$ cat src/rtl/i2s_pkg.sv
// Shared definitions for the I2S/TDM transmitter: framing modes, a width
// helper and the parameter legality rule used by the top level.
package i2s_pkg;

  localparam int unsigned MODE_I2S = 0;  // MSB one bclk after the frame edge
  localparam int unsigned MODE_LJ  = 1;  // MSB on the frame edge

  // Bits needed to hold 0..v-1, never less than 1.
  function automatic int unsigned clog2(input int unsigned v);
    int unsigned r;
    r = 1;
    for (int i = 1; i < 31; i++) begin
      if ((32'd1 << i) < v) r = 32'(i + 1);
    end
    return r;
  endfunction

  // Legal parameter combinations for i2s_tx_master.
  function automatic logic params_ok(input int unsigned bitsize,
                                     input int unsigned slot,
                                     input int unsigned channels,
                                     input int unsigned bclk_div,
                                     input int unsigned mode);
    return (bitsize >= 8) && (bitsize <= 32) && (slot >= bitsize) &&
           ((channels == 2) || (channels == 4) || (channels == 8)) &&
           (bclk_div >= 2) && ((bclk_div % 2) == 0) && (mode <= MODE_LJ);
  endfunction

endpackage

$ cat src/rtl/i2s_tx_master_if.sv
// Frame input handshake of the transmitter.
//   in_valid : source has a whole frame on in_data
//   in_ready : transmitter holding buffer can take it
//   in_data  : CHANNELS*BITSIZE frame, slot 0 in the low bits
interface i2s_tx_master_if #(
  parameter int unsigned DATA_W = 32
) ();

  logic              in_valid;
  logic              in_ready;
  logic [DATA_W-1:0] in_data;

  modport master (output in_valid, output in_data, input in_ready);
  modport slave  (input in_valid, input in_data, output in_ready);

endinterface

$ cat src/rtl/i2s_clkgen.sv
// Bit-clock / word-clock generator. Divides mclk into bclk, walks the
// in-frame bit counter and produces lrclk.
//   mclk, rst_n, confdone : clock, async reset, enable (0 = idle)
//   tick_c        : this mclk edge is a bclk falling edge
//   pre_tick_c    : the next mclk edge is a bclk falling edge
//   bit_cnt_nxt_c : bit counter value after the next tick
//   bclk, lrclk   : registered codec clocks
module i2s_clkgen
  import i2s_pkg::*;
#(
  parameter int unsigned SLOT     = 32,
  parameter int unsigned CHANNELS = 2,
  parameter int unsigned BCLK_DIV = 4,
  localparam int unsigned FRAME   = CHANNELS * SLOT,
  localparam int unsigned CNT_W   = clog2(FRAME)
) (
  input  logic             mclk,
  input  logic             rst_n,
  input  logic             confdone,
  output logic             tick_c,
  output logic             pre_tick_c,
  output logic [CNT_W-1:0] bit_cnt_nxt_c,
  output logic             bclk,
  output logic             lrclk
);

  localparam int unsigned DIV_W = clog2(BCLK_DIV);

  logic [DIV_W-1:0] div_cnt_q, div_cnt_d;
  logic [CNT_W-1:0] bit_cnt_q, bit_cnt_d;
  logic             bclk_q, bclk_d;
  logic             lrclk_q, lrclk_d;

  // Divider and bit counter; bclk decoded from the next divider value so it stays registered.
  always_comb begin
    tick_c        = confdone && (div_cnt_q == DIV_W'(BCLK_DIV - 1));
    pre_tick_c    = confdone && (div_cnt_q == DIV_W'(BCLK_DIV - 2));
    bit_cnt_nxt_c = (bit_cnt_q == CNT_W'(FRAME - 1)) ? '0 : bit_cnt_q + CNT_W'(1);
    div_cnt_d     = div_cnt_q + DIV_W'(1);
    bit_cnt_d     = bit_cnt_q;
    lrclk_d       = lrclk_q;
    if (!confdone) begin
      div_cnt_d = '0;
      bit_cnt_d = '0;
      lrclk_d   = 1'b0;
    end else if (tick_c) begin
      div_cnt_d = '0;
      bit_cnt_d = bit_cnt_nxt_c;
      // Two channels: word select; TDM: one-bclk frame sync.
      lrclk_d   = (CHANNELS == 2) ? (bit_cnt_nxt_c >= CNT_W'(SLOT))
                                  : (bit_cnt_nxt_c == '0);
    end
    bclk_d = (div_cnt_d >= DIV_W'(BCLK_DIV / 2));
  end

  always_ff @(posedge mclk or negedge rst_n) begin
    if (!rst_n) begin
      div_cnt_q <= '0;
      bit_cnt_q <= '0;
      bclk_q    <= 1'b0;
      lrclk_q   <= 1'b0;
    end else begin
      div_cnt_q <= div_cnt_d;
      bit_cnt_q <= bit_cnt_d;
      bclk_q    <= bclk_d;
      lrclk_q   <= lrclk_d;
    end
  end

  assign bclk  = bclk_q;
  assign lrclk = lrclk_q;

endmodule

$ cat src/rtl/i2s_tx_master.sv
// I2S / left-justified / TDM serial audio transmitter, clocked from mclk.
// A one-entry holding buffer feeds the frame register at each frame
// boundary; an empty buffer sends a zero frame and pulses underrun.
//   mclk, rst_n : clock, async active-low reset
//   confdone    : codec configured; 0 holds the block idle
//   in_bus      : frame handshake (valid/ready/data)
//   bclk, lrclk : codec bit clock and word select / frame sync
//   sdata       : serial data, MSB first
//   underrun    : one-mclk pulse when a boundary finds the buffer empty
module i2s_tx_master
  import i2s_pkg::*;
#(
  parameter int unsigned BITSIZE  = 16,
  parameter int unsigned SLOT     = 32,
  parameter int unsigned CHANNELS = 2,
  parameter int unsigned BCLK_DIV = 4,
  parameter int unsigned MODE     = 0
) (
  input  logic           mclk,
  input  logic           rst_n,
  input  logic           confdone,
  i2s_tx_master_if.slave in_bus,
  output logic           bclk,
  output logic           lrclk,
  output logic           sdata,
  output logic           underrun
);

  localparam int unsigned DATA_W = CHANNELS * BITSIZE;
  localparam int unsigned FRAME  = CHANNELS * SLOT;
  localparam int unsigned CNT_W  = clog2(FRAME);
  localparam int unsigned IDX_W  = clog2(DATA_W);
  localparam int unsigned DLY    = (MODE == MODE_I2S) ? 1 : 0;

  if (!params_ok(BITSIZE, SLOT, CHANNELS, BCLK_DIV, MODE)) begin : g_bad_params
    $error("i2s_tx_master: illegal parameter combination");
  end

  logic             tick_c, pre_tick_c;
  logic [CNT_W-1:0] bit_cnt_nxt_c;
  logic             load_c, load_next_c, accept_c;
  int unsigned      pos_c, slot_c, bit_c;
  logic [IDX_W-1:0] idx_c;

  logic [DATA_W-1:0] buf_q, buf_d;
  logic [DATA_W-1:0] frame_q, frame_d;
  logic              full_q, full_d;
  logic              ready_q, ready_d;
  logic              sdata_q, sdata_d;
  logic              underrun_q, underrun_d;

  i2s_clkgen #(
    .SLOT     (SLOT),
    .CHANNELS (CHANNELS),
    .BCLK_DIV (BCLK_DIV)
  ) u_clkgen (
    .mclk          (mclk),
    .rst_n         (rst_n),
    .confdone      (confdone),
    .tick_c        (tick_c),
    .pre_tick_c    (pre_tick_c),
    .bit_cnt_nxt_c (bit_cnt_nxt_c),
    .bclk          (bclk),
    .lrclk         (lrclk)
  );

  // Buffer/frame handling and serialiser; ready is precomputed for the next cycle.
  always_comb begin
    load_c      = tick_c && (bit_cnt_nxt_c == CNT_W'(DLY));
    load_next_c = pre_tick_c && (bit_cnt_nxt_c == CNT_W'(DLY));
    accept_c    = in_bus.in_valid && ready_q;
    buf_d       = buf_q;
    full_d      = full_q;
    frame_d     = frame_q;
    sdata_d     = sdata_q;
    underrun_d  = 1'b0;
    ready_d     = 1'b0;
    pos_c       = 0;
    slot_c      = 0;
    bit_c       = 0;
    idx_c       = '0;
    if (!confdone) begin
      buf_d   = '0;
      full_d  = 1'b0;
      frame_d = '0;
      sdata_d = 1'b0;
    end else begin
      if (load_c) begin
        frame_d    = full_q ? buf_q : '0;
        underrun_d = !full_q;
        full_d     = 1'b0;
      end
      // Accept after load so a same-cycle handoff keeps the buffer full.
      if (accept_c) begin
        buf_d  = in_bus.in_data;
        full_d = 1'b1;
      end
      if (tick_c) begin
        pos_c   = (32'(bit_cnt_nxt_c) + FRAME - DLY) % FRAME;
        slot_c  = pos_c / SLOT;
        bit_c   = pos_c % SLOT;
        idx_c   = IDX_W'(slot_c * BITSIZE + BITSIZE - 1 - bit_c);
        sdata_d = (bit_c < BITSIZE) ? frame_d[idx_c] : 1'b0;
      end
      ready_d = !full_d || load_next_c;
    end
  end

  always_ff @(posedge mclk or negedge rst_n) begin
    if (!rst_n) begin
      buf_q      <= '0;
      full_q     <= 1'b0;
      frame_q    <= '0;
      ready_q    <= 1'b0;
      sdata_q    <= 1'b0;
      underrun_q <= 1'b0;
    end else begin
      buf_q      <= buf_d;
      full_q     <= full_d;
      frame_q    <= frame_d;
      ready_q    <= ready_d;
      sdata_q    <= sdata_d;
      underrun_q <= underrun_d;
    end
  end

  assign in_bus.in_ready = ready_q;
  assign sdata           = sdata_q;
  assign underrun        = underrun_q;

endmodule

$ cat src/flat_wrapper.sv
// flat-port wrapper written by rule: the top's interface ports become plain ports
module i2s_tx_master_flat import i2s_pkg::*;
#(
  parameter int unsigned BITSIZE  = 16,
  parameter int unsigned SLOT     = 32,
  parameter int unsigned CHANNELS = 2,
  parameter int unsigned BCLK_DIV = 4,
  parameter int unsigned MODE     = 0
)
  (mclk, rst_n, confdone, bclk, lrclk, sdata, underrun, in_bus_in_valid, in_bus_in_data, in_bus_in_ready);
  i2s_tx_master_if #(.DATA_W(32)) in_bus_i ();
  input  logic mclk;
  input  logic rst_n;
  input  logic confdone;
  output logic bclk;
  output logic lrclk;
  output logic sdata;
  output logic underrun;
  input wire logic [$bits(in_bus_i.in_valid)-1:0] in_bus_in_valid;
  input wire logic [$bits(in_bus_i.in_data)-1:0] in_bus_in_data;
  output wire logic [$bits(in_bus_i.in_ready)-1:0] in_bus_in_ready;
  assign in_bus_i.in_valid = in_bus_in_valid;
  assign in_bus_i.in_data = in_bus_in_data;
  assign in_bus_in_ready = in_bus_i.in_ready;
  i2s_tx_master #(.BITSIZE(BITSIZE), .SLOT(SLOT), .CHANNELS(CHANNELS), .BCLK_DIV(BCLK_DIV), .MODE(MODE)) u_core (.mclk(mclk), .rst_n(rst_n), .confdone(confdone), .in_bus(in_bus_i), .bclk(bclk), .lrclk(lrclk), .sdata(sdata), .underrun(underrun));
endmodule
$ cat config.mk
export PLATFORM = sky130hd
export DESIGN_NAME = i2s_tx_master_flat
export DESIGN_NICKNAME = d
export VERILOG_FILES = /design/src/rtl/i2s_pkg.sv /design/src/rtl/i2s_tx_master_if.sv /design/src/rtl/i2s_clkgen.sv /design/src/rtl/i2s_tx_master.sv /design/src/flat_wrapper.sv
export SDC_FILE = /design/constraint.sdc
export NUM_CORES = 1
export LEC_CHECK = 0
export ABC_AREA = 1
export CAP_MARGIN = 20
export CORE_MARGIN = 2
export CORE_UTILIZATION = 30
export CTS_BUF_LIST = sky130_fd_sc_hd__clkbuf_4 sky130_fd_sc_hd__clkbuf_8
export DETAILED_ROUTE_END_ITERATION = 7
export HOLD_SLACK_MARGIN = 0.03
export PLACE_DENSITY = 0.47
export SYNTH_ARGS = -nofsm -noshare
export SYNTH_HDL_FRONTEND = slang
export SYNTH_SLANG_ARGS = --single-unit
$ cat constraint.sdc
create_clock -name mclk -period 2 [get_ports mclk]
set_input_delay 0.4 -clock mclk [delete_from_list [all_inputs] [get_ports mclk]]
set_output_delay 0.4 -clock mclk [all_outputs]
set_load 0.01 [all_outputs]
# ---- Word-level counts from Yosys, hierarchy flattened
# Cells that the tools add are included.
dict set report word_totals {
  mem_bits_rw 0
  rom_bits 0
  latchBits 0
  out_inout_bits 5
  inputBits 36
  wordCells 60
  ff_bits 78
  mem_count 0
}
dict set report classes {
  div 0
  magnitude_cmp 4
  mul 0
  bitwise 0
  n_reduce_logical 8
  shifts 0
  eq_ne 6
  mux 25
  n_addsub 7
}
# cell count
set op_table {}
lappend op_table {{2-to-1 mux 32 bit} 6}
lappend op_table {{2-to-1 mux 6 bit} 3}
lappend op_table {{2-to-1 mux 1 bit} 13}
lappend op_table {{adder 6 x 1 -> 6 bit (second input constant)} 2}
lappend op_table {{== test 6 x 1 -> 1 bit (second input constant)} 1}
lappend op_table {{== test 6 bit (second input constant)} 1}
lappend op_table {{greater-or-equal comparator 6 bit (second input constant)} 1}
lappend op_table {{less-than comparator 5 x 6 -> 1 bit (second input constant)} 1}
lappend op_table {{subtractor 6 x 1 -> 6 bit (second input constant)} 1}
lappend op_table {{adder 5 bit (second input constant)} 1}
lappend op_table {{binary-select mux 1 bit (select 5 bit)} 1}
lappend op_table {{logical AND 1 bit} 5}
lappend op_table {{less-than comparator 5 bit (second input constant)} 1}
lappend op_table {{subtractor 5 x 1 -> 5 bit (second input constant)} 1}
lappend op_table {{subtractor 5 bit} 1}
lappend op_table {{== test 2 bit (second input constant)} 2}
lappend op_table {{2-to-1 mux 2 bit} 2}
lappend op_table {{!= test 2 x 1 -> 1 bit (second input constant)} 2}
lappend op_table {{adder 2 x 1 -> 2 bit (second input constant)} 1}
lappend op_table {{greater-or-equal comparator 2 bit (second input constant)} 1}
lappend op_table {{logical NOT 1 bit} 2}
lappend op_table {{logical OR 1 bit} 1}

# ---- Longest topological paths before layout
# Gate-level depths: netlist of run 1.
dict set report depth {
  word_depth 12
  mapped_depth 19
  mapped_depth_nobuf 19
}

# ---- Hierarchy
# A second synthesis of run 1 with hierarchy kept.
dict set report hier_totals {
  cells_unflattened 544
  hier_area_um2 4005.1
}
# module cells_each area_per_inst_um2 instances seq_area_each_um2
set modules_own_cells {}
lappend modules_own_cells {i2s_tx_master 481 3517.1 1 1701.6}
lappend modules_own_cells {i2s_clkgen 63 488.0 1 225.2}

# ---- Least setup slack after synthesis of run 1
# Ideal clock, no wire load.
dict set report synth_timing {
  path_kind {register -> register}
  from {register u_core.u_clkgen.bit_cnt_q[0]}
  to {register u_core.sdata_q, in the netlist u_core.sdata}
  setup_time_ns 0.116
  arrival_time_ns 2.026
  setup_slack_ns -0.142
  path_buffers 1
  period_less_slack_ns 2.142
  stages_incl_launch_ff 19
  path_cell_list {dfrtp_1 > ha_1 > inv_1 > nand2_2 > a21oi_1 > nand2_2 > nor2_8 > nand3_4 > buf_6 > nand2_1 > nand2_1 > nor2_1 > nor2_1 > nand2_1 > nand3_1 > nand3_1 > nand2_1 > nand2_1 > nand2_1}
}
dict set report synth_between {
  elab_chain_len 12
}
# element line_no
set synth_rtl {}
lappend synth_rtl {{from (decl)} i2s_clkgen.sv:30} ;# logic [CNT_W-1:0] bit_cnt_q, bit_cnt_d;
lappend synth_rtl {{from (signal assigned)} i2s_clkgen.sv:64} ;# bit_cnt_q <= bit_cnt_d;
lappend synth_rtl {{adder 6 x 1 -> 6 bit / == test 6 bit (equally long branches)} i2s_clkgen.sv:38} ;# bit_cnt_nxt_c = (bit_cnt_q == CNT_W'(FRAME - 1)) ? '0 : bit_cnt_q + CNT_W'(1);
lappend synth_rtl {{2-to-1 mux 6 bit (*)} i2s_clkgen.sv:38}
lappend synth_rtl {{adder 6 x 1 -> 6 bit} i2s_tx_master.sv:99} ;# pos_c = (32'(bit_cnt_nxt_c) + FRAME - DLY) % FRAME;
lappend synth_rtl {{subtractor 6 x 1 -> 6 bit} i2s_tx_master.sv:99}
lappend synth_rtl {{adder 5 bit} i2s_tx_master.sv:102} ;# idx_c = IDX_W'(slot_c * BITSIZE + BITSIZE - 1 - bit_c);
lappend synth_rtl {{subtractor 5 x 1 -> 5 bit} i2s_tx_master.sv:102}
lappend synth_rtl {{subtractor 5 bit} i2s_tx_master.sv:102}
lappend synth_rtl {{binary-select mux 1 bit (select 5 bit)} i2s_tx_master.sv:103} ;# sdata_d = (bit_c < BITSIZE) ? frame_d[idx_c] : 1'b0;
lappend synth_rtl {{2-to-1 mux 1 bit (not written as such)} i2s_tx_master.sv:103}
lappend synth_rtl {{2-to-1 mux 1 bit (*)} i2s_tx_master.sv:103}
lappend synth_rtl {{2-to-1 mux 1 bit (*)} i2s_tx_master.sv:98} ;# if (tick_c) begin
lappend synth_rtl {{2-to-1 mux 1 bit (*)} i2s_tx_master.sv:82} ;# if (!confdone) begin
lappend synth_rtl {{to (signal assigned)} i2s_tx_master.sv:122} ;# sdata_q <= sdata_d;
lappend synth_rtl {{to (decl)} i2s_tx_master.sv:49} ;# logic sdata_q, sdata_d;
# Every way passes the cells marked *; elsewhere a longest branch is shown, timed or not. The select of a mux whose other input is x is not followed.
# A chain may end at the register's enable or synchronous reset.

# ---- Final worst setup path of run 1
# Ends and elaborated chain as after synthesis.

==> run summary, run 1 <==
FMAX = 435 MHz
Reg-to-Reg End = u_core.sdata
Remaining antenna violation count = 0
Detailed-route DRC error count = 0
Clock Sinks = 78
Worst Hold Depth = 2
Share of layout cells above drive strength 1 = 0.248
Row count = 42
First-pass DRT Iterations = 5
Initial Utilization = 0.307
Placed instance count = 793
Setup tns final = -0.366 ns
Cell internal pwr = 2.85 mW
Routed WL = 11.6 mm
Register area share after synthesis = 0.480
Max_slew headroom = 0.611
Vias per cell = 4.55
Vias in the first global route = 3822
Worst-Skew Late Latency = 0.38 ns
DIE AREA = 0.0145 mm^2
Layout Cells excl Fill = 822
Outcome = finished, violations left
Fill cells = 1387
Fin crit period = 2.30 ns
DR iter-0 viols = 226
Slew of the pin with the lowest slew margin = 0.583 ns
Final setup violating endpoints = 3
Part of the power in registers = 0.435
Switching power = 0.963 mW
Multi-input gate area = 0.00188 mm^2
Synthesized area = 0.00407 mm^2
Critical path class = reg -> reg
Worst-path maximum fanout = 6
Gr usage total = 0.170
Fin. Hold Viols = 0
Post-DP HPWL = 7.99 mm
CTS tree = built
PortBufs = 40
Chip Width = 120 um
Mapped Cells = 533
Root Driver = clkbuf_8
Slowest CP cell = dfrtp_2
Worst Hold Class = reg -> reg
Worst Path Buf+Inv = 2
Die Ht = 120 um
Total grt overflow = 0
Final worst setup slack = -0.297 ns
Max incr delay on CP = 0.46 ns
Routability congestion estimate = 0.811
Crit. End Element = flip-flop
Layout area overhead = 42.4%
Initial antenna violation count = 0
Pin count of the biggest net entering global routing = 52
Distinct cells, synth = 30
Largest delay share family, worst path = simple AND/OR/NAND/NOR gates
Net count, final = 681
Core box area = 0.0132 mm^2
Mapped Nets = 573
Synth Register Bits = 78
Combinational Power Share = 0.145
Worst path most repeated cell = nand2_1
Reg2Reg Depth = 18
Num CTS Buffers = 9
RSZ-0062 raised after global routing = yes
Pre-CTS setup slack = -0.327 ns
Sw Share = 0.253
# diodes = 0
Clk_skew = 0.00944 ns
Syn_area_per_cell = 7.63 um^2
Power per cell area = 658 mW/mm^2
First-pass GRT wire length = 19.4 mm
Top Ports = 41
Final period util = 1.15
Max Cap Viol = 0
Clock Tree Buf Depth = 2
Worst R2R Setup Slack = -0.30 ns
Avg WL per Cell = 14.1 um
Placed inst area = 0.00517 mm^2
Critical path launch point type = flip-flop
Fin area = 0.00579 mm^2
Worst r2r src = u_core.u_clkgen.bit_cnt_q[0]
Clock power frac = 0.420
Register clock-pin slew on the reported worst setup and hold paths = 0.08 ns
Reg area = 0.00195 mm^2
Synth warnings = 0
Data arrival, critical path = 2.57 ns
Failing checks = negative setup slack
IR drop worst, VDD = 0.573 mV
Tot Pwr = 3.81 mW
CP Cell Sequence = ha_4 -> inv_2 -> nand2_2 -> a21oi_2 -> nand2_2 -> nor2_8 -> nand3_4 -> buf_16 -> nand2_1 -> nand3_2 -> nand2_1 -> nor2_2 -> nand2_1 -> nand3_2 -> nand3_2 -> nand2_1 -> nand2_1 -> nand2_1
Via Count = 3741
Leakage = 2.78 nW
Worst hold path startpoint = u_core.sdata
Worst Hold End = u_core.sdata
Worst path required time = 2.27 ns
Worst path depth = 18
H-tree Lvls = 3
Final Slew Violations = 0
## Yosys cell counts
cell,n,area share
nand3_4,1,0.0043
a31oi_1,1,0.0015
dfrtp_1,78,0.48
clkinv_1,5,0.0046
buf_4,2,0.0037
inv_2,3,0.0028
nand2_4,1,0.0028
nor2_2,1,0.0015
clkbuf_1,20,0.018
nor2_1,35,0.032
nand4_1,25,0.038
nand2_2,3,0.0046
o21ai_0,18,0.022
a21oi_1,46,0.057
inv_1,52,0.048
nand3_1,42,0.052
buf_6,6,0.017
clkinv_2,1,0.0012
nor2_8,1,0.0049
buf_2,2,0.0025
ha_1,4,0.012
o22ai_1,6,0.0092
xor2_1,2,0.0043
nand3_2,2,0.0049
o21a_1,1,0.0018
nor2_4,3,0.0083
nand2_1,169,0.16
and3_1,1,0.0015
o21ai_1,1,0.0012
o21ai_2,1,0.0022
## power by group through the flow
stage,clock (mW),combinational [mW],sequential [mW]
3_3_place_gp,0,0.496,1.69
6_report,1.60,0.552,1.66
4_1_cts,1.64,0.524,1.66
5_1_grt,1.70,0.618,1.67
2_1_floorplan,0,0.243,1.68
3_5_place_dp,0,0.496,1.69
## cell families after synthesis
logic type	count (synthesis)	share of synthesized area
XOR/XNOR	2	0.00431
adder cells (fa/ha/maj)	4	0.0123
flip-flops	78	0.480
buffers and inverters	91	0.0978
AO/OA/AOI/OAI	74	0.0947
AND/OR/NAND/NOR	284	0.311
## cells in the final DEF, fill, tap and decap left out, types with 3 or more instances in the layout
| cell | instances |
|---|---|
| a21oi_1 | 41 |
| a21oi_2 | 4 |
| buf_12 | 9 |
| buf_4 | 70 |
| buf_6 | 5 |
| bufinv_16 | 4 |
| clkbuf_8 | 9 |
| clkdlybuf4s50_1 | 39 |
| clkinv_1 | 5 |
| dfrtp_1 | 76 |
| ha_1 | 3 |
| inv_1 | 51 |
| inv_2 | 3 |
| nand2_1 | 155 |
| nand2_2 | 16 |
| nand3_1 | 35 |
| nand3_2 | 7 |
| nand3_4 | 3 |
| nand4_1 | 25 |
| nor2_1 | 26 |
| nor2_2 | 9 |
| nor2_4 | 4 |
| o21ai_0 | 17 |
| o22ai_1 | 6 |
## sequential cells by signal, indices dropped and copies added (netlist names)
| signal | flops |
|---|---|
| u_core.underrun | 1 |
| u_core.u_clkgen.div_cnt_q | 2 |
| u_core.sdata | 1 |
| u_core.full_q | 1 |
| u_core.in_bus.in_ready | 1 |
| u_core.frame_q | 32 |
| u_core.buf_q | 32 |
| u_core.u_clkgen.bclk | 1 |
| u_core.u_clkgen.bit_cnt_q | 6 |
| u_core.u_clkgen.lrclk | 1 |
## how the worst max path moves through the flow
stage | start | end
finish | u_core.u_clkgen.bit_cnt_q[0] | u_core.sdata
CTS | u_core.u_clkgen.bit_cnt_q[0] | u_core.sdata
global route | u_core.u_clkgen.bit_cnt_q[1] | u_core.sdata
floorplan | u_core.u_clkgen.bit_cnt_q[0] | u_core.sdata
global placement | confdone | u_core.sdata
detailed placement | confdone | u_core.sdata
## per-layer routing
layer,GRT usage,part of all wire,vias up
met1,0.237,0.50,1741
met2,0.267,0.45,66
met4,0.0458,0.014,0
li1,-,-,1924
met5,0,0,-
met3,0.0377,0.037,10
## repair_timing
item,CTS,global route
endpoints found under the setup margin,2,16
hold buffers,1,0
hold endpoints to repair,34,0
setup buffers,10,2
gates resized for setup,13,41
pin swaps,10,31
gates cloned,1,2
## worst min-delay path: stages (launching register included)
cell	delay [ns]
dfrtp_1	0.35
nand2_1	0.06
nand2_1	0.05
## area by class of cell
type / count / area share
inverter: 61 / 0.0402
clock inverter: 6 / 0.0231
tap: 176 / 0.0380
multi-input combinational: 364 / 0.325
sequential: 78 / 0.337
timing repair buffer: 127 / 0.214
clock buffer: 10 / 0.0227
## per-stage QoR
stage | util | hold slack (ns)
after detailed placement | 0.390 | 0.411
after CTS | 0.423 | 0.496
after global placement | 0.390 | 0.409
after floorplan | - | 0.104
final | 0.438 | 0.489
after global routing | 0.438 | 0.509
Power figures use the tool's default switching activity.
==> run 2: changes to the inputs <==
SYNTH_HIERARCHICAL = 1   (was unset)
==> run 2 against run 1 <==
Compared with the run above:
- the run still ends with negative setup slack left
- area after synthesis shrank 1.6%
- hold slack gained 0.035 ns
- worst setup slack lost 0.19 ns
- via count grew 2.0%
- die area shrank 1.5%
- critical endpoint is now u_core/sdata
==> run summary, run 2 <==
Data arrival, critical path = 2.72 ns (was 2.57 ns)
Clock power frac = 0.335 (was 0.420)
Total grt overflow = 0 (unchanged)
Register clock-pin slew on the reported worst setup and hold paths = 0.08 ns (about the same)
Remaining antenna violation count = 0 (unchanged)
Most frequent cells in the layout = nand2_1, dfrtp_1, nand3_1 (was nand2_1, dfrtp_1, buf_4)
Failing checks = negative setup slack (unchanged)
Commonest non-fill, non-tap cell in the layout = nand2_1 (unchanged)
CP Cell Sequence = ha_4 -> nand2_4 -> nor2_4 -> nand2_2 -> nand2_2 -> inv_2 -> ha_4 -> nand2_2 -> nor3_4 -> buf_12 -> clkbuf_16 -> nand2_2 -> nand3_2 -> nand3_1 -> nand3_1 -> nand3_1 -> nand3_1 -> nand2_1 -> nand2_1 -> a21oi_2 (was ha_4 -> inv_2 -> nand2_2 -> a21oi_2 -> nand2_2 -> nor2_8 -> nand3_4 -> buf_16 -> nand2_1 -> nand3_2 -> nand2_1 -> nor2_2 -> nand2_1 -> nand3_2 -> nand3_2 -> nand2_1 -> nand2_1 -> nand2_1)
Ys async rst share = 1.00 (unchanged)
Worst-Skew Late Latency = 0.36 ns (was 0.38 ns)
Layout Cells excl Fill = 835 (was 822)
Num CTS Buffers = 9 (unchanged)
Distinct cells, synth = 29 (was 30)
Clock Sinks = 77 (was 78)
Part of the power in registers = 0.457 (was 0.435)
Share of layout cells above drive strength 1 = 0.272 (was 0.248)
Routability congestion estimate = 0.823 (was 0.811)
Synth top area share = 0.481 (was 0.480)
DIE AREA = 0.0143 mm^2 (was 0.0145 mm^2)
Routed WL = 11.5 mm (was 11.6 mm)
Die Ht = 120 um (about the same)
Max incr delay on CP = 0.42 ns (was 0.46 ns)
Vias per cell = 4.57 (was 4.55)
Slew of the pin with the lowest slew margin = 0.461 ns (was 0.583 ns)
Net count, final = 695 (was 681)
CTS tree = built (unchanged)
Critical path launch point type = flip-flop (unchanged)
Gr usage total = 0.165 (was 0.170)
Mapped Cells = 544 (was 533)
FMAX = 402 MHz (was 435 MHz)
Pin count of the biggest net entering global routing = 37 (was 52)
Placed instance count = 813 (was 793)
Register area share after synthesis = 0.481 (was 0.480)
Max_slew headroom = 0.693 (was 0.611)
Sw Share = 0.294 (was 0.253)
Post-synth EDFFs = 0 (unchanged)
Top Ports = 41 (unchanged)
RSZ-0062 raised after global routing = yes (unchanged)
Setup tns final = -0.734 ns (was -0.366 ns)
PortBufs = 40 (unchanged)
First-pass DRT Iterations = 4 (was 5)
Slowest CP cell = dfrtp_1 (was dfrtp_2)
Fin crit period = 2.48 ns (was 2.30 ns)
Reg area = 0.00193 mm^2 (was 0.00195 mm^2)
Max Cap Viol = 0 (unchanged)
Chip Width = 120 um (about the same)
Multi-input gate area = 0.00202 mm^2 (was 0.00188 mm^2)
Root Driver = clkbuf_8 (unchanged)
Final setup violating endpoints = 8 (was 3)
H-tree Lvls = 3 (unchanged)
Row count = 42 (unchanged)
Switching power = 1.07 mW (was 0.963 mW)
Area contributors post-synth = dfrtp_1, nand2_1, nand3_1 (was dfrtp_1, nand2_1, a21oi_1)
Worst path required time = 2.24 ns (was 2.27 ns)
Most used DFF post-synth = dfrtp_1 (unchanged)
# diodes = 0 (unchanged)
Clk_skew = 0.0100 ns (was 0.00944 ns)
Count leader, synth = nand2_1 (unchanged)
Layout area overhead = 45.2% (was 42.4%)
Detailed-route DRC error count = 0 (unchanged)
Fill cells = 1395 (was 1387)
Final worst setup slack = -0.485 ns (was -0.297 ns)
Post-DP HPWL = 7.93 mm (was 7.99 mm)
Power per cell area = 623 mW/mm^2 (was 658 mW/mm^2)
Synthesized area = 0.00401 mm^2 (was 0.00407 mm^2)
Avg WL per Cell = 13.8 um (was 14.1 um)
Post-synth top cells = nand2_1, nand3_1, dfrtp_1 (was nand2_1, dfrtp_1, inv_1)
Final period util = 1.24 (was 1.15)
Syn_area_per_cell = 7.36 um^2 (was 7.63 um^2)
Mapped Nets = 585 (was 573)
Fin. Hold Viols = 0 (unchanged)
Top Registers = u_core/buf_q (32), u_core/frame_q (32), u_core/u_clkgen/bit_cnt_q (5) (was u_core.buf_q (32), u_core.frame_q (32), u_core.u_clkgen.bit_cnt_q (6))
Cell internal pwr = 2.56 mW (was 2.85 mW)
Combinational Power Share = 0.208 (was 0.145)
Worst-path maximum fanout = 5 (was 6)
DR iter-0 viols = 166 (was 226)
Final Slew Violations = 0 (unchanged)
Via Count = 3817 (was 3741)
Clock Tree Buf Depth = 2 (unchanged)
Critical path class = reg -> reg (unchanged)
Synth Register Bits = 77 (was 78)
Synth warnings = 6 (was 0)
Initial Utilization = 0.305 (was 0.307)
Vias in the first global route = 3745 (was 3822)
Core box area = 0.0131 mm^2 (was 0.0132 mm^2)
Yosys top cell by area = dfrtp_1 (unchanged)
Outcome = finished, violations left (unchanged)
Initial antenna violation count = 0 (unchanged)
IR drop worst, VDD = 0.331 mV (was 0.573 mV)
Crit. End Element = flip-flop (unchanged)
First-pass GRT wire length = 18.8 mm (was 19.4 mm)
Leakage = 2.76 nW (was 2.78 nW)
Worst Hold Class = reg -> reg (unchanged)
## run 2: cell count changes after synthesis, moves of 4 or more
cell | before | now
a21oi_1 | 46 | 18
buf_2 | 2 | 6
buf_6 | 6 | 2
clkinv_1 | 5 | 1
inv_1 | 52 | 56
nand2_1 | 169 | 181
nand3_1 | 42 | 88
nand4_1 | 25 | 0
nor2_1 | 35 | 39
nor2_2 | 1 | 5
o22ai_1 | 6 | 2
## run 2: final timing paths
path                                               from            endpoint  slack [ns]  depth (start not counted)
hold / removal                          u_core/buf_q[1]     u_core/buf_q[1]        0.52                          2
setup reg to reg           u_core/u_clkgen/bit_cnt_q[0]        u_core/sdata       -0.48                         20
setup / recovery           u_core/u_clkgen/bit_cnt_q[0]        u_core/sdata       -0.48                         20
max in group asynchronous                         rst_n  u_core/frame_q[16]        0.91                          3
hold reg to reg                         u_core/buf_q[1]     u_core/buf_q[1]        0.52                          2
min in group asynchronous                         rst_n    u_core/buf_q[30]        0.54                          2
## run 2: cell families (layout without fill, tap and decap cells)
group / count (synthesis) / in the layout / synth area share
XOR/XNOR: 4 / 4 / 0.00875
AND/OR/NAND/NOR: 321 / 321 / 0.342
adder cells (fa/ha/maj): 5 / 5 / 0.0156
flip-flops: 77 / 77 / 0.481
buffers and inverters: 90 / 205 / 0.0912
AO/OA/AOI/OAI: 47 / 47 / 0.0609
## run 2: layer usage
| layer | wire (um) | track usage | vias to the layer above |
|---|---|---|---|
| met2 | 5270 | 0.253 | 79 |
| li1 | - | - | 1929 |
| met4 | 325 | 0.0588 | 0 |
| met3 | 335 | 0.0204 | 24 |
| met5 | 0 | 0 | - |
| met1 | 5570 | 0.240 | 1785 |
## run 2: final cells by class
class                      count  share of cell area
multi-input combinational    377               0.347
tap                          176              0.0379
clock buffer                  10              0.0226
timing repair buffer         126               0.209
sequential                    77               0.331
inverter                      63              0.0422
clock inverter                 6              0.0105
## run 2: power by group through the flow
stage,sequential (mW),clock (mW),combinational (mW)
floorplan,1.68,0,0.350
global placement,1.69,0,0.678
detailed placement,1.69,0,0.677
CTS,1.66,1.24,0.686
global route,1.67,1.31,0.837
finish,1.66,1.21,0.753
## run 2: what timing repair did
item | in CTS | in global routing
cloned | 0 | 3
hold buffers | 1 | 0
endpoints found under the setup margin | 15 | 35
pin swaps | 0 | 27
setup buffers | 0 | 3
resized for setup | 3 | 82
hold endpoints to repair | 31 | 0
## run 2: critical path, delay by kind of cell, from the launching register on
family / cells / cell delay (ns)
AND/OR/NAND/NOR: 14 / 1.15
flip-flops: 1 / 0.42
adder cells (fa/ha/maj): 2 / 0.33
buffers and inverters: 3 / 0.39
AO/OA/AOI/OAI: 1 / 0.06
## run 2: metrics by stage
stage               power (mW)  cell area [um^2]  setup WS, ns   util  hold slack, ns
finish                    3.62              5820        -0.485  0.443           0.525
global route              3.81              5820        -0.700  0.443           0.560
CTS                       3.59              5410        -0.445  0.412           0.529
detailed placement        2.37              5200        -0.505  0.396           0.390
global placement          2.36              5200        -0.425  0.396           0.389
floorplan                 2.03              4050        -0.241      -           0.104
==> run 3: changes to the inputs <==
SYNTH_HIERARCHICAL = unset   (was 1)
==> results of run 3 <==
The final DEF is identical to that of run 1; final timing and power are the same.
==> RTL edit: new RTL, config.mk and constraints of run 2 <==
`SLOT` is set to 32 in 3 places; all go to 64.
--- a/src/rtl/i2s_clkgen.sv
+++ b/src/rtl/i2s_clkgen.sv
@@ -10,3 +10,3 @@
 #(
-  parameter int unsigned SLOT     = 32,
+  parameter int unsigned SLOT     = 64,
   parameter int unsigned CHANNELS = 2,
--- a/src/rtl/i2s_tx_master.sv
+++ b/src/rtl/i2s_tx_master.sv
@@ -13,3 +13,3 @@
   parameter int unsigned BITSIZE  = 16,
-  parameter int unsigned SLOT     = 32,
+  parameter int unsigned SLOT     = 64,
   parameter int unsigned CHANNELS = 2,
--- a/src/flat_wrapper.sv
+++ b/src/flat_wrapper.sv
@@ -4,3 +4,3 @@
   parameter int unsigned BITSIZE  = 16,
-  parameter int unsigned SLOT     = 32,
+  parameter int unsigned SLOT     = 64,
   parameter int unsigned CHANNELS = 2,
Formal check against the unedited RTL: no difference found for any inputs over 10 cycles, from zero or initial values and one cycle with rst_n low; that may be too few to reach the edited logic, so the function may still have changed.
==> RTL edit against run 2 <==
Clock skew rose by 0.0036 ns; the run still ends with setup timing left; worst setup slack got worse by 0.028 ns; synthesized area increased by 2.7%; clock power increased by 3%; highest routed layer unchanged; largest cell class unchanged; sequential power hardly changed; sequential cell count stayed put; global-route usage rose by 0.42 points; total power increased by 1.8%; first-iteration DRC count increased by 23%; wire length grew 2.6%; design area down 0.69%; core utilization down 0.83 points; via count increased by 3.0%.
==> RTL edit: results (changes against run 2) <==
### Yosys
- 1.277% — synthesized-area fraction occupied by xor and xnor cells, +0.40 points
- 31 — number of distinct library cell variants in the gate-level netlist after synthesis, +6.9%
- 603 — nets in the synthesized netlist, +3.1%
- 171 x sky130_fd_sc_hd__nand2_1, 103 x sky130_fd_sc_hd__nand3_1, 77 x sky130_fd_sc_hd__dfrtp_1 — commonest cells in the synthesized netlist
- 1.520% — adder and majority gate portion of the synthesized area, -0.042 points
- 46.82% — sequential area share after synthesis, -1.3 points
- sky130_fd_sc_hd__dfrtp_1 47%, sky130_fd_sc_hd__nand2_1 16%, sky130_fd_sc_hd__nand3_1 13%, sky130_fd_sc_hd__inv_1 5.1%, sky130_fd_sc_hd__nor2_1 3.8% — leading cell types by total area after synthesis

### Pwr
- 2.715 nW — static leakage, -1.7%
- 259.5 uV — worst IR drop on VDD, -22%

### Setup path
- 11 — maximum net fanout on the critical path, +6
- 2.74 ns — data arrival time of the worst path, +0.02 ns
- 0.36 ns — CP max stage delay, -0.06 ns

### Placement
- 8.005 mm — HPWL reported at the end of detailed placement, +0.97%
- 5255 um^2 — standard cell area after detailed placement, +1.0%

### STA
- -2.013 ns — setup TNS, -1.279 ns
- -0.5134 ns — worst setup margin, -0.02845 ns
- 21 — Final setup violation count, +13
- 71.55% — Max-slew headroom, +2.3 points

### Layout
- u_core/buf_q: 32 flops, u_core/frame_q: 32 flops, u_core/u_clkgen/bit_cnt_q: 7 flops — top flop regs
- 1371 — filler cell count, -1.7%
- 0 — antenna diode instance count, unchanged
- 40.35% — P&R area growth vs syn
- 706 — Post-layout nets, +1.6%

### Status
- finished, violations left — result of the run
- setup timing — failing checks

### Global route
- 16.92% — GRT Overall Usage, +0.42 points
- 3860 — number of global-route vias before repair, +3.1%
- 78 — pin count of the biggest net entering global routing, +110%

### Min path
- in2async — class of the worst hold path

### Route
- 204 — drt first-iter violations, +23%
- 6 — drt first pass iters, +2
- 4.647 — detail-routed via count per cell, +1.6%
- 11.80 mm — Detailed Route WL, +2.6%
- 3931 — vias after detailed routing, +3.0%

-- RTL edit: cell types whose count changed in the layout (fill, tap and decap cells not counted), sizes merged, moves of 2 or more --
cell    change
xnor2       +2
nand2       -7
inv         -3
o21ai       -2
nor2        +2
nand3      +15
clkbuf      +3
nand4       +2
-- RTL edit: area by class of cell --
class	count	area share (%)
Clock inverter	3	0.7582
Clock buffer	13	2.773
Multi-Input combinational cell	392	34.42
Sequential cell	77	33.36
Tap cell	176	3.813
Timing Repair Buffer	124	20.60
Inverter	61	4.268
-- RTL edit: metal layers --
layer / vias up / GRT usage, % / wire length [um]
li1: 1989 / - / -
met1: 1872 / 24.70 / 5919
met2: 62 / 25.49 / 5452
met3: 8 / 2.585 / 315
met4: 0 / 5.741 / 113
met5: - / 0 / 0
-- RTL edit: worst max-delay path, delay by kind of cell, from the launching register on --
family | cells | cell delay, ns
AND/OR/NAND/NOR | 14 | 1.29
buffers and inverters | 4 | 0.49
AO/OA/AOI/OAI | 1 | 0.06
flip-flops | 1 | 0.36
adder cells (fa/ha/maj) | 1 | 0.19
-- RTL edit: logic make-up after synthesis --
logic type / count (synthesis)
simple gates: 333
buf+inv: 93
flops: 77
compound gates: 48
xor+xnor: 6
fa+ha+maj: 5
-- RTL edit: what timing repair did --
item | in CTS | in global routing
setup buffers | 4 | 3
resized for setup | 23 | 33
pin swaps | 6 | 8
endpoints found under the setup margin | 20 | 36
cloned | 1 | 2
-- RTL edit: how the worst min path moves through the flow --
stage                from                                endpoint  slack (ns)  depth (start not counted)
floorplan           rst_n             u_core/buf_q[0]$_DFFE_PN0P_        0.10                          0
global placement    rst_n          u_core/u_clkgen/bclk$_DFF_PN0_        0.46                          2
detailed placement  rst_n  u_core/u_clkgen/div_cnt_q[0]$_DFF_PN0_        0.46                          2
CTS                 rst_n            u_core/frame_q[24]$_DFF_PN0_        0.06                          2
global route        rst_n            u_core/frame_q[24]$_DFF_PN0_        0.08                          2
finish              rst_n            u_core/frame_q[24]$_DFF_PN0_        0.05                          2
-- RTL edit: where the power goes --
part           switching [mW]  internal, mW
Clock                   0.596         0.657
Sequential             0.0332          1.62
Combinational           0.421         0.362
Total                    1.05          2.64
